===== config.mk =====
export PLATFORM = sky130hd
export DESIGN_NAME = oh_arb_dffq
export DESIGN_NICKNAME = d
export VERILOG_FILES = /design/src/rtl/oh_arb_dffq.sv
export SDC_FILE = /design/constraint.sdc
export NUM_CORES = 1
export LEC_CHECK = 0
export ABC_AREA = 0
export BUFFER_PORTS_ARGS = -buffer_cell sky130_fd_sc_hd__buf_2
export CAP_MARGIN = 40
export CELL_PAD_IN_SITES_DETAIL_PLACEMENT = 1
export CELL_PAD_IN_SITES_GLOBAL_PLACEMENT = 2
export CORE_UTILIZATION = 21
export DETAILED_ROUTE_END_ITERATION = 12
export HOLD_SLACK_MARGIN = 0.15
export PLACE_DENSITY = 0.88
export SLEW_MARGIN = 20
export SYNTH_ARGS = -nofsm -noshare
export SYNTH_HDL_FRONTEND = slang
export SYNTH_SLANG_ARGS = --single-unit
export TNS_END_PERCENT = 5

===== constraint.sdc =====
create_clock -name clk -period 4.1 [get_ports clk]
set_input_delay 0.82 -clock clk [delete_from_list [all_inputs] [get_ports clk]]
set_output_delay 0.82 -clock clk [all_outputs]
set_load 0.03 [all_outputs]

===== src/rtl/oh_arb_dffq.sv =====
// oh_arb_dffq: round-robin arbiter that feeds N requesters into one shared DW-wide output register.
// Optional requester lock (sticky grant) is built when OH_ARB_DFFQ_LOCK_EN is defined.
//
// Lock FSM (only with OH_ARB_DFFQ_LOCK_EN):
//   state   | meaning
//   LK_OPEN | normal round-robin, any requester may win
//   LK_HELD | only owner_q may win; pointer frozen until owner releases
module oh_arb_dffq #(
  parameter int N  = 4,
  parameter int DW = 32,
  parameter int IW = $clog2(N)
) (
  input  logic            clk,
  input  logic            reset,
  input  logic [N-1:0]    in_valid,
  input  logic [N*DW-1:0] in_data,
`ifdef OH_ARB_DFFQ_LOCK_EN
  input  logic [N-1:0]    in_lock,
`endif
  output logic [N-1:0]    in_ready,
  input  logic            out_ready,
  output logic            out_valid,
  output logic [DW-1:0]   out_data,
  output logic [IW-1:0]   out_id
);

  logic          out_valid_q;
  logic [DW-1:0] out_data_q;
  logic [IW-1:0] out_id_q;
  logic [IW-1:0] ptr_q;
  logic [IW-1:0] ptr_d;

  logic [N-1:0]  elig;
  logic          win_found;
  logic [IW-1:0] win_idx;
  logic [IW:0]   scan_idx;
  logic [N-1:0]  grant_oh;
  logic [DW-1:0] win_data;
  logic          load_en;
  logic          xfer;
  logic          ptr_hold;

  assign load_en = ~out_valid_q | out_ready;

  // Scan pointer, pointer+1, ... wrapping at N (N need not be a power of two).
  always_comb begin
    win_found = 1'b0;
    win_idx   = '0;
    scan_idx  = '0;
    for (int k = 0; k < N; k++) begin
      scan_idx = {1'b0, ptr_q} + (IW+1)'(k);
      if (scan_idx >= (IW+1)'(N)) begin
        scan_idx = scan_idx - (IW+1)'(N);
      end
      if (!win_found && elig[scan_idx[IW-1:0]]) begin
        win_found = 1'b1;
        win_idx   = scan_idx[IW-1:0];
      end
    end
  end

  always_comb begin
    grant_oh          = '0;
    grant_oh[win_idx] = 1'b1;
  end

  assign win_data = in_data[win_idx*DW +: DW];
  assign xfer     = win_found & load_en & ~reset;
  assign in_ready = xfer ? grant_oh : '0;

  always_comb begin
    if (win_idx == IW'(N-1)) begin
      ptr_d = '0;
    end else begin
      ptr_d = win_idx + 1'b1;
    end
  end

`ifdef OH_ARB_DFFQ_LOCK_EN
  typedef enum logic {LK_OPEN, LK_HELD} lock_state_t;

  lock_state_t   lock_state_q, lock_state_d;
  logic [IW-1:0] owner_q, owner_d;
  logic [N-1:0]  owner_oh;

  always_comb begin
    owner_oh          = '0;
    owner_oh[owner_q] = 1'b1;
  end

  // While held, the owner is the only candidate even if it is not requesting.
  assign elig = (lock_state_q == LK_HELD) ? (in_valid & owner_oh) : in_valid;

  always_ff @(posedge clk) begin
    if (reset) begin
      lock_state_q <= LK_OPEN;
      owner_q      <= '0;
    end else begin
      lock_state_q <= lock_state_d;
      owner_q      <= owner_d;
    end
  end

  always_comb begin
    lock_state_d = lock_state_q;
    owner_d      = owner_q;
    ptr_hold     = 1'b0;
    case (lock_state_q)
      LK_OPEN: begin
        if (xfer && in_lock[win_idx]) begin
          lock_state_d = LK_HELD;
          owner_d      = win_idx;
          ptr_hold     = 1'b1;
        end
      end
      LK_HELD: begin
        if (xfer) begin
          if (in_lock[win_idx]) begin
            ptr_hold = 1'b1;
          end else begin
            lock_state_d = LK_OPEN;
          end
        end
      end
      default: lock_state_d = LK_OPEN;
    endcase
  end
`else
  assign elig     = in_valid;
  assign ptr_hold = 1'b0;
`endif

  always_ff @(posedge clk) begin
    if (reset) begin
      out_valid_q <= 1'b0;
      out_data_q  <= '0;
      out_id_q    <= '0;
      ptr_q       <= '0;
    end else if (xfer) begin
      out_valid_q <= 1'b1;
      out_data_q  <= win_data;
      out_id_q    <= win_idx;
      if (!ptr_hold) begin
        ptr_q <= ptr_d;
      end
    end else if (out_ready) begin
      out_valid_q <= 1'b0;
    end
  end

  assign out_valid = out_valid_q;
  assign out_data  = out_data_q;
  assign out_id    = out_id_q;

endmodule


==> run_results.csv <==
group,metric,value,unit
outcome,status,"finished, final reports clean",
grt,grt.overflow.total,0,
sta,clock_skew,4.13,ps
clock_network,cts_resized,0,
layout,area_growth,51.9,%
power_and_ir_drop,power.density,397,nW/um^2
routing,drt-met1-wl,2920,um
placement,dp_hpwl,5660,um
power_and_ir_drop,power,1.26,mW
grt,grt_pass1_vias,2379,
job,maxCapViolations,0,
clock_network,htree_levels,2,
setup_path,cp_max_fo,8,
grt,grt_usage,13.7,%
placement,port_buffers,173,
sta,worstMarginPinSlew,727,ps
setup_path,cp_slowest_cell,"nor4_1",
setup_path,r2r_cells,6,
setup_path,cpPeakStageDelay,420,ps
setup_path,crit_arrival,2100,ps
setup_path,crit_top_cell,"buf_2",
routing,drc_errors,0,
min_path,min_to,"out_data[16]$_SDFFE_PP0P_",
sta,timing.fmax,0.343,GHz
synth,synth_seq_area_share,35.5,%
clock_network,hold_buffers,0,
clock_network,numCtsBuffers,5,
sta,min_period_over_period,71.2,%
die,ios,174,
clock_network,clk_latency,280,ps
placement,gp_congestion,0.700,
routing,wl_met3,338,um
sta,period_needed,2920,ps
synth,yosys-top-cells-area,"dfxtp_1, mux2i_1, o221ai_1",
grt,antenna_found_initial,0,
clock_network,clock-sinks,37,
routing,finalWirelength,7260,um
synth,synth_nets,352,
layout,diodes,0,
synth,yosysTopAreaCell,"dfxtp_1",
layout,final_layout_size_suffix_gt1_share,49.4,%
routing,postRouteAntennaNets,0,
power_and_ir_drop,p_switching,477,uW
die,start_util,21.6,%
routing,wl_per_cell,14.0,um
setup_path,critPathRequiredTime,3280,ps
synth,ys.warnings.count,0,
synth,synth_cell_type_count,21,
power_and_ir_drop,clkPwrFrac,22.5,%
routing,route.top_layer_used,"met4",
grt,grt_max_degree,63,
setup_path,r2r_slack,2080,ps
setup_path,r2r_end,"out_data[16]$_SDFFE_PP0P_",
clock_network,cts_tree,"yes",
sta,slew_headroom,51.5,%
sta,hold_viol,0,
min_path,worstHoldStart,"out_data[16]$_SDFFE_PP0P_",
sta,setup_viol,0,
power_and_ir_drop,switching_share,37.9,%
routing,route.met2.wl,3940,um
routing,vias_per_cell,4.48,
setup_path,critPathCaptureType,"primary output",
routing,first_iter_violations,26,
setup_path,crit_path_cell_trace,"buf_2, nor4_1, a21oi_2, nor2b_1, nand2_1, nor2_1, buf_2",
power_and_ir_drop,comb_power_share,41.4,%
routing,first_pass_iters,6,
min_path,whs_path_depth,2,
sta,slew_viol_final,0,
sta,grt_setup_unrepaired,"false",
setup_path,startpoint_type,"input port",
synth,synthCells,217,
power_and_ir_drop,ir_drop,0.000119,V
layout,finalNetCount,519,
clock_network,path_clk_slew,70,ps
die,core,9680,um^2
die,fp.dieH,102,um
power_and_ir_drop,pwr-share-seq,36.1,%
sta,hold_ws,461,ps
clock_network,cts_setup_buffers,0,
setup_path,path_class,"in -> out",
clock_network,cts-root-buf,"clkbuf_8",
synth,synth_top_cell_area_share,35.5,%
routing,vias,2322,
grt,grt_pass1_wl,11100,um
synth,netlist_area,2090,um^2
clock_network,clockBufferDepth,2,
power_and_ir_drop,p_leak,1.61,nW
setup_path,rr_startpoint,"ptr_q[0]$_SDFFE_PP0P_",
synth,syn_avg_cell_area,9.62,um^2
min_path,hold_class,"reg -> reg",
die,fp.dieArea,10300,um^2
sta,tns,0,ps
die,fp-row-count,36,
die,die_w,102,um
power_and_ir_drop,p_int,782,uW
synth,synth-seq-cells,37,
power by group through the flow:
stage          sequential [mW]  clock, mW  combinational [mW]
2_1_floorplan            0.578          0               0.238
3_3_place_gp             0.458          0               0.519
3_5_place_dp             0.462          0               0.530
4_1_cts                  0.455      0.300               0.529
5_1_grt                  0.461      0.321               0.561
6_report                 0.454      0.283               0.522
sequential cells by signal, summed over array words and instances, names as in the netlist:
name / flops
ptr_q: 2
out_data: 32
out_valid: 1
out_id: 2
layout make-up:
class / count / area (um^2)
Fill cell: 1220 / 6520
Multi-Input combinational cell: 160 / 1240
Timing Repair Buffer: 177 / 908
Sequential cell: 37 / 741
Tap cell: 133 / 166
Clock buffer: 7 / 96.3
Inverter: 3 / 11.3
Clock inverter: 1 / 5.00
layout by cell type (no fill, tap or decap), types with 2 or more instances in the layout:
| cell type | instances |
|---|---|
| buf_2 | 173 |
| nor2_1 | 9 |
| nor2b_1 | 3 |
| clkbuf_8 | 7 |
| dfxtp_1 | 37 |
| nand2b_1 | 2 |
| a21oi_1 | 3 |
| o221ai_1 | 32 |
| nand2_1 | 35 |
| inv_1 | 2 |
| a211oi_1 | 2 |
| mux2i_1 | 67 |
| buf_4 | 3 |
synth_stat cells (all sizes together):
cell type,n
a21o,1
a211oi,2
buf,15
inv,3
mux2i,67
dfxtp,37
nor4,1
clkbuf,2
o221ai,32
nand2b,2
a21oi,4
a211o,1
a221oi,1
nor2,10
nand2,35
o32a,1
nor2b,3
cells by family after synthesis:
group / Yosys count / synth area share [%]
compound gates: 42 / 17.3
buf+inv: 20 / 5.22
flops: 37 / 35.5
mux: 67 / 32.1
simple gates: 51 / 9.89
worst max path at each step:
stage          slack, ps          end  cells after the start        start
2_1_floorplan       1110  in_ready[1]                      6  in_valid[2]
3_3_place_gp        1190  in_ready[0]                      7  in_valid[2]
3_5_place_dp        1140  in_ready[0]                      7  in_valid[3]
4_1_cts             1140  in_ready[0]                      7  in_valid[3]
5_1_grt             1050  in_ready[3]                      7  in_valid[2]
6_report            1180  in_ready[0]                      7  in_valid[3]
per-layer routing:
metal	up-vias	track usage, %
met5	-	0
met3	4	2.62
met1	1093	15.1
li1	1152	-
met4	0	3.01
met2	73	26.6
worst max-delay path, delay by kind of cell:
kind                   cells  cell delay (ps)
buffers and inverters      2              310
AND/OR/NAND/NOR            4              800
AO/OA/AOI/OAI              1              170
metrics by stage:
stage / instance area (um^2) / util, % / setup slack (ps) / cells
CTS: 3170 / 32.7 / 1140 / 518
floorplan: 2090 / - / 1110 / 217
finish: 3170 / 32.7 / 1180 / 518
detailed placement: 3070 / 31.7 / 1140 / 510
global placement: 3070 / 31.7 / 1190 / 510
global route: 3170 / 32.7 / 1050 / 518
Power figures use the tool's default switching activity.
